--- src/rtl/archie_mem_pkg.sv ---
// -----------------------------------------------------------------------------
// archie_mem_pkg
// Shared definitions for the Archimedes memory path: grant encodings for the
// SDRAM port arbiter, wishbone cycle-type codes and the loader base address.
// Helper functions decode cycle types and loader halfword selects.
// -----------------------------------------------------------------------------
package archie_mem_pkg;

    typedef enum logic [1:0] {
        G_IDLE = 2'd0,
        G_CORE = 2'd1,
        G_LOAD = 2'd2
    } grant_t;

    localparam logic [2:0]  CTI_CLASSIC = 3'b000;
    localparam logic [2:0]  CTI_INCR    = 3'b010;
    localparam logic [2:0]  CTI_EOB     = 3'b111;

    localparam logic [25:0] LOADER_BASE_DEFAULT = 26'h0400000;

    // True when an acked beat with this cycle type finishes the transfer.
    function automatic logic cti_ends(input logic [2:0] cti);
        return (cti == CTI_CLASSIC) || (cti == CTI_EOB);
    endfunction

    // Byte lanes for a 16-bit loader halfword placed in a 32-bit word.
    function automatic logic [3:0] ld_sel(input logic upper_half);
        return upper_half ? 4'b1100 : 4'b0011;
    endfunction

endpackage

--- src/rtl/ram_port_arbiter_ld_hold_reg.sv ---
// -----------------------------------------------------------------------------
// ld_hold_reg
// Single-entry holding register for the HPS loader write stream. A strobe is
// captured when the loader window is open and the entry is free (or being
// drained this same cycle); a strobe that finds the entry occupied is dropped
// and flagged as an overflow.
//
// Ports:
//   clk_sys    in   system clock
//   reset      in   synchronous, active-high
//   ld_active  in   loader download window
//   ld_wr      in   one-cycle loader write strobe
//   ld_addr    in   [23:0] loader byte address
//   ld_data    in   [15:0] loader write data
//   drain      in   held word has been consumed (acked or aborted)
//   pending    out  a word is held
//   hold_addr  out  [22:0] held address bits [23:1]
//   hold_data  out  [15:0] held data
//   overflow   out  strobe dropped this cycle
// -----------------------------------------------------------------------------
module ld_hold_reg
    import archie_mem_pkg::*;
(
    input  logic        clk_sys,
    input  logic        reset,
    input  logic        ld_active,
    input  logic        ld_wr,
    input  logic [23:0] ld_addr,
    input  logic [15:0] ld_data,
    input  logic        drain,
    output logic        pending,
    output logic [22:0] hold_addr,
    output logic [15:0] hold_data,
    output logic        overflow
);

    logic pending_r;
    logic capture_s;
    logic unused_addr_bit;

    // Byte lane within a halfword is irrelevant for 16-bit writes.
    assign unused_addr_bit = ld_addr[0];

    // A drain in the same cycle frees the entry for a new capture.
    assign capture_s = ld_wr && ld_active && (!pending_r || drain);
    assign overflow  = ld_wr && ld_active && pending_r && !drain;
    assign pending   = pending_r;

    // Holding register and pending flag.
    always_ff @(posedge clk_sys) begin
        if (reset) begin
            pending_r <= 1'b0;
            hold_addr <= 23'd0;
            hold_data <= 16'd0;
        end else if (capture_s) begin
            pending_r <= 1'b1;
            hold_addr <= ld_addr[23:1];
            hold_data <= ld_data;
        end else if (drain) begin
            pending_r <= 1'b0;
        end else begin
            pending_r <= pending_r;
        end
    end

endmodule

--- src/rtl/ram_port_arbiter.sv ---
// -----------------------------------------------------------------------------
// ram_port_arbiter
// Shares the SDRAM wishbone port between the CPU/video core master and the HPS
// ROM loader. A registered IDLE/CORE/LOAD scheduler grants one requester at a
// time with a one-cycle turnaround, alternates on contention so neither side
// starves, and aborts any grant that waits too long for m_ack.
//
// Ports:
//   clk_sys, reset          clock, synchronous active-high reset
//   ld_active/ld_wr/ld_addr/ld_data   loader stream in
//   ld_wait                 loader hold-off (word pending or in flight)
//   c_stb/c_we/c_sel/c_adr/c_dat/c_cti  core wishbone master in
//   c_ack                   ack back to core
//   m_stb/m_cyc/m_we/m_sel/m_adr/m_dat/m_cti  wishbone to SDRAM controller
//   m_ack                   ack from SDRAM controller
//   err                     sticky timeout / loader overflow flag
// -----------------------------------------------------------------------------
module ram_port_arbiter
    import archie_mem_pkg::*;
#(
    parameter logic [25:0] LOADER_BASE = LOADER_BASE_DEFAULT,
    parameter int unsigned TIMEOUT     = 255
) (
    input  logic        clk_sys,
    input  logic        reset,
    input  logic        ld_active,
    input  logic        ld_wr,
    input  logic [23:0] ld_addr,
    input  logic [15:0] ld_data,
    output logic        ld_wait,
    input  logic        c_stb,
    input  logic        c_we,
    input  logic [3:0]  c_sel,
    input  logic [21:0] c_adr,
    input  logic [31:0] c_dat,
    input  logic [2:0]  c_cti,
    output logic        c_ack,
    output logic        m_stb,
    output logic        m_cyc,
    output logic        m_we,
    output logic [3:0]  m_sel,
    output logic [25:0] m_adr,
    output logic [31:0] m_dat,
    output logic [2:0]  m_cti,
    input  logic        m_ack,
    output logic        err
);

    localparam logic [1:0] ST_IDLE = 2'd0;
    localparam logic [1:0] ST_CORE = 2'd1;
    localparam logic [1:0] ST_LOAD = 2'd2;

    localparam logic [7:0] TMO_LIMIT = 8'(TIMEOUT);

    logic [1:0]  state_r;
    logic [1:0]  state_nx;
    grant_t      last_grant_r;
    grant_t      grant_nx;
    logic [7:0]  tmo_cnt_r;
    logic        tmo_s;
    logic        drain_s;
    logic        pending_s;
    logic        overflow_s;
    logic [22:0] hold_addr_s;
    logic [15:0] hold_data_s;

    ld_hold_reg u_hold (
        .clk_sys   (clk_sys),
        .reset     (reset),
        .ld_active (ld_active),
        .ld_wr     (ld_wr),
        .ld_addr   (ld_addr),
        .ld_data   (ld_data),
        .drain     (drain_s),
        .pending   (pending_s),
        .hold_addr (hold_addr_s),
        .hold_data (hold_data_s),
        .overflow  (overflow_s)
    );

    // The counter reaching the limit while granted aborts the transfer; the
    // strobe is already dropped in that abort cycle.
    assign tmo_s   = (state_r != ST_IDLE) && (tmo_cnt_r == TMO_LIMIT);
    assign drain_s = (state_r == ST_LOAD) && (m_ack || tmo_s);
    assign ld_wait = pending_s;

    // Next-state and grant scheduling.
    always_comb begin
        state_nx = state_r;
        grant_nx = last_grant_r;
        case (state_r)
            ST_IDLE: begin
                // Loader wins right after a core grant or when the core is
                // quiet; otherwise a requesting core wins, which also covers
                // the loader having just been served.
                if (pending_s && ((last_grant_r == G_CORE) || !c_stb)) begin
                    state_nx = ST_LOAD;
                    grant_nx = G_LOAD;
                end else if (c_stb) begin
                    state_nx = ST_CORE;
                    grant_nx = G_CORE;
                end else begin
                    state_nx = ST_IDLE;
                end
            end
            ST_CORE: begin
                if (tmo_s || !c_stb || (m_ack && cti_ends(c_cti))) begin
                    state_nx = ST_IDLE;
                end else begin
                    state_nx = ST_CORE;
                end
            end
            ST_LOAD: begin
                if (tmo_s || m_ack) begin
                    state_nx = ST_IDLE;
                end else begin
                    state_nx = ST_LOAD;
                end
            end
            default: begin
                state_nx = ST_IDLE;
            end
        endcase
    end

    // State and last-grant registers.
    always_ff @(posedge clk_sys) begin
        if (reset) begin
            state_r      <= ST_IDLE;
            last_grant_r <= G_IDLE;
        end else begin
            state_r      <= state_nx;
            last_grant_r <= grant_nx;
        end
    end

    // Ack-wait counter: restarts on every grant and every ack.
    always_ff @(posedge clk_sys) begin
        if (reset) begin
            tmo_cnt_r <= 8'd0;
        end else if ((state_r == ST_IDLE) || m_ack) begin
            tmo_cnt_r <= 8'd0;
        end else if (tmo_cnt_r != TMO_LIMIT) begin
            tmo_cnt_r <= tmo_cnt_r + 8'd1;
        end else begin
            tmo_cnt_r <= tmo_cnt_r;
        end
    end

    // Sticky error flag.
    always_ff @(posedge clk_sys) begin
        if (reset) begin
            err <= 1'b0;
        end else if (tmo_s || overflow_s) begin
            err <= 1'b1;
        end else begin
            err <= err;
        end
    end

    // Memory-side mux; the core path is combinational pass-through.
    always_comb begin
        m_stb = 1'b0;
        m_cyc = 1'b0;
        m_we  = 1'b0;
        m_sel = 4'b0000;
        m_adr = 26'd0;
        m_dat = 32'd0;
        m_cti = 3'b000;
        c_ack = 1'b0;
        case (state_r)
            ST_CORE: begin
                m_stb = c_stb && !tmo_s;
                m_cyc = c_stb && !tmo_s;
                m_we  = c_we;
                m_sel = c_sel;
                m_adr = {2'b00, c_adr, 2'b00};
                m_dat = c_dat;
                m_cti = c_cti;
                c_ack = m_ack && !tmo_s;
            end
            ST_LOAD: begin
                m_stb = !tmo_s;
                m_cyc = !tmo_s;
                m_we  = 1'b1;
                m_sel = ld_sel(hold_addr_s[0]);
                m_adr = LOADER_BASE + {2'b00, hold_addr_s[22:1], 2'b00};
                m_dat = {hold_data_s, hold_data_s};
                m_cti = CTI_CLASSIC;
            end
            default: begin
                m_stb = 1'b0;
            end
        endcase
    end

endmodule

--- config.mk ---
export PLATFORM = sky130hd
export DESIGN_NAME = ram_port_arbiter
export DESIGN_NICKNAME = d
export VERILOG_FILES = /design/src/rtl/archie_mem_pkg.sv /design/src/rtl/ram_port_arbiter_ld_hold_reg.sv /design/src/rtl/ram_port_arbiter.sv
export SDC_FILE = /design/constraint.sdc
export NUM_CORES = 1
export LEC_CHECK = 0
export ABC_AREA = 1
export CORE_AREA = 3 3 110 112
export CTS_CLUSTER_DIAMETER = 50
export DETAILED_ROUTE_END_ITERATION = 8
export DIE_AREA = 0 0 113 115
export MAX_ROUTING_LAYER = met4
export PLACE_DENSITY_LB_ADDON = 0.25
export SYNTH_ARGS = -nofsm -noshare
export SYNTH_HDL_FRONTEND = slang
export SYNTH_SLANG_ARGS = --single-unit
export TNS_END_PERCENT = 20
--- constraint.sdc ---
create_clock -name clk_sys -period 5.15 [get_ports clk_sys]
set_clock_uncertainty 0.05 [all_clocks]
set_input_delay 0.7725 -clock clk_sys [delete_from_list [all_inputs] [get_ports clk_sys]]
set_output_delay 0.7725 -clock clk_sys [all_outputs]
set_load 0.02 [all_outputs]
==> reports/qor.csv <==
stage,metric,value,unit
cts,cts_hold_buf,0,
grt,grt_overflow_total,0,
logic_synthesis,yosysWarningCount,0,
logic_synthesis,post-synth-top-area-cell,dfxtp_1,
cts,post_cts_resized,0,
pwr,p_leak,2.07,nW
grt,grt_busiest_layer,met2,
sta,rsz0062_at_grt,no,
cts,clk_latency,280,ps
sta,slew_headroom,28.8,%
logic_synthesis,synth_compound_area_share,18.1,%
detailed_routing,wl_per_cell,12.9,um
final_layout,drive_gt1_share,3.33,%
logic_synthesis,synth_top_family_by_area,simple AND/OR/NAND/NOR gates,
detailed_routing,ant_nets,0,
cts,cts_max_level,2,
logic_synthesis,synth.top_cell.area_share,32.1,%
cts,clk_pin_slew,70,ps
grt,grt_pass1_wl,17100,um
final_layout,nets,803,
floorplan,rows,39,
floorplan,io_pins,179,
worst_setup_path,end_kind,primary output,
place,place_hpwl,7960,um
sta,timing.final.crit_share,80.3,%
logic_synthesis,synth-seq-cells,53,
floorplan,die-area,13000,sq um
detailed_routing,wl,10700,um
logic_synthesis,netlist_area,3310,sq um
grt,use_met3,3.26,%
logic_synthesis,ys_async_sr_fraction,0,%
cts,root_buffer,clkbuf_16,
sta,finalHoldViolCount,0,
logic_synthesis,synthXorXnorAreaFrac,0.529,%
pwr,power_density,205,nW/um^2
cts,cts_buffers,5,
logic_synthesis,yosysUniqueCellTypes,24,
grt,grt_max_degree,80,
final_layout,fin_util,45.9,%
worst_setup_path,start_kind,flop,
grt,gr-usage-met1,19.8,%
final_layout,final_area,5200,sq um
hold_path,worstHoldPathType,reg -> reg,
logic_synthesis,synthCells,544,
place,dpl_cell_area,5060,sq um
detailed_routing,avgViaCountPerCell,4.73,
final_layout,diodes,0,
detailed_routing,num_vias,3942,
logic_synthesis,syn_avg_cell_area,6.08,sq um
logic_synthesis,yosys-top-cells-area,"dfxtp_1 (32%), nand3_1 (13%), nand2_1 (12%)",
logic_synthesis,synthSimpleGateAreaFrac,31.8,%
logic_synthesis,yosysMostFrequentCell,nand2_1,
floorplan,core_area,11300,sq um
grt,grt_pass1_vias,3630,
place,io_buffers,174,
cts,post-cts-setup-buffers,0,
sta,setup-tns-final,0,ps
floorplan,die_w,113,um
cts,clock-sinks,53,
detailed_routing,drt_iter0_markers,251,
grt,met2_usage,27.3,%
worst_setup_path,crit_required,4330,ps
pwr,ir_worst_vdd,145,uV
logic_synthesis,synth_common_cells,"nand2_1 (105), nand3_1 (84), inv_1 (74), a21oi_1 (71), dfxtp_1 (53)",
logic_synthesis,yosysSeqAreaShare,32.1,%
worst_setup_path,worst-path-max-fanout,40,
sta,setup-violations-final,0,
worst_setup_path,path_class,reg -> out,
sta,post-route-min-period,4140,ps
place,gp_congestion,0.864,
cts,cts_tree,yes,
cts,clockBufferDepth,2,
sta,whs,407,ps
sta,slew_violations,0,
worst_setup_path,cp_data_arrival_time,3310,ps
grt,antenna_found_initial,0,
sta,maxClockFrequency,242,MHz
run_status,outcome,"finished, final reports clean",
detailed_routing,drcViolationCount,0,
floorplan,die_h,115,um
floorplan,start_util,29.2,%
job,drv_cap,0,
final_layout,area_delta_synth_final,57.2,%
grt,grt_util_all_layers,16.3,%
pwr,finalPower,1.07,mW
detailed_routing,dr.pass1.iters,4,
logic_synthesis,synthAdderAreaFrac,2.27,%
logic_synthesis,synth_top_flop_cell,dfxtp_1,
sta,tightest_slew,1060,ps
logic_synthesis,synthMuxAreaShare,0,%
logic_synthesis,synth_edf_count,0,
## cell type report
class                           count  area [sq um]
Fill cell                        1212          6120
Timing Repair Buffer              179          1780
Multi-Input combinational cell    374          1760
Sequential cell                    53          1060
Inverter                           76           285
Tap cell                          143           179
Clock buffer                        6           129
Clock inverter                      2          10.0
## power breakdown
group          switching [mW]  internal [mW]  leakage [nW]
sequential             0.0139          0.435         0.435
combinational           0.152          0.143          1.56
clock                   0.144          0.179        0.0706
## cells in the final DEF (no fill, tap or decap), drive strengths merged
| cell | Yosys | routed |
|---|---|---|
| clkinv | 0 | 2 |
| a31oi | 3 | 3 |
| clkbuf | 25 | 6 |
| clkdlybuf4s50 | 0 | 174 |
| nor3 | 2 | 2 |
| xnor2 | 1 | 1 |
| a21oi | 71 | 71 |
| nand2 | 107 | 107 |
| buf | 18 | 5 |
| nand3 | 85 | 85 |
| o21ai | 45 | 45 |
| nor2 | 47 | 47 |
| xor2 | 1 | 1 |
| conb | 1 | 3 |
| ha | 6 | 6 |
| or2 | 3 | 3 |
| dfxtp | 53 | 53 |
| inv | 76 | 76 |
## flip-flops by register name (all words and copies together) (netlist names)
name,count
u_hold.pending,1
state_r,2
u_hold.hold_data,16
tmo_cnt_r,8
last_grant_r,2
err,1
u_hold.hold_addr,23
## path summary, 6_finish.rpt
check                              to  cells past startpoint       startpoint  slack [ps]
setup / recovery            m_dat[16]                      5       state_r[0]        1010
hold / removal        last_grant_r[0]                      2  last_grant_r[0]         410
setup reg to reg  u_hold.hold_addr[7]                     10     tmo_cnt_r[0]        2840
hold reg to reg       last_grant_r[0]                      2  last_grant_r[0]         410
## cells by family (layout without fill, tap and decap cells)
logic type               Yosys count  in the layout
AO/OA/AOI/OAI                    119            119
XOR/XNOR                           2              2
adder cells (fa/ha/maj)            6              6
buffers and inverters            119            263
flip-flops                        53             53
other                              1              3
AND/OR/NAND/NOR                  244            244
## worst max-delay path: stages, from the launching register on
cell and delay, ps:
dfxtp_1 330, inv_1 80, ha_1 550, nand2_1 780
o21ai_0 590, clkdlybuf4s50_1 680
## routing by layer
layer | vias up | part of all wire [%]
met5 | - | 0
met4 | 0 | 2.1
met3 | 14 | 7.4
met2 | 159 | 47
met1 | 1747 | 44
li1 | 2022 | -
## stage by stage
| stage | setup slack [ps] | cells |
|---|---|---|
| floorplan | 2530 | 546 |
| global placement | 1290 | 825 |
| detailed placement | 1240 | 825 |
| CTS | 916 | 833 |
| global route | 801 | 833 |
| finish | 1010 | 833 |
(Power assumes the default switching activity.)
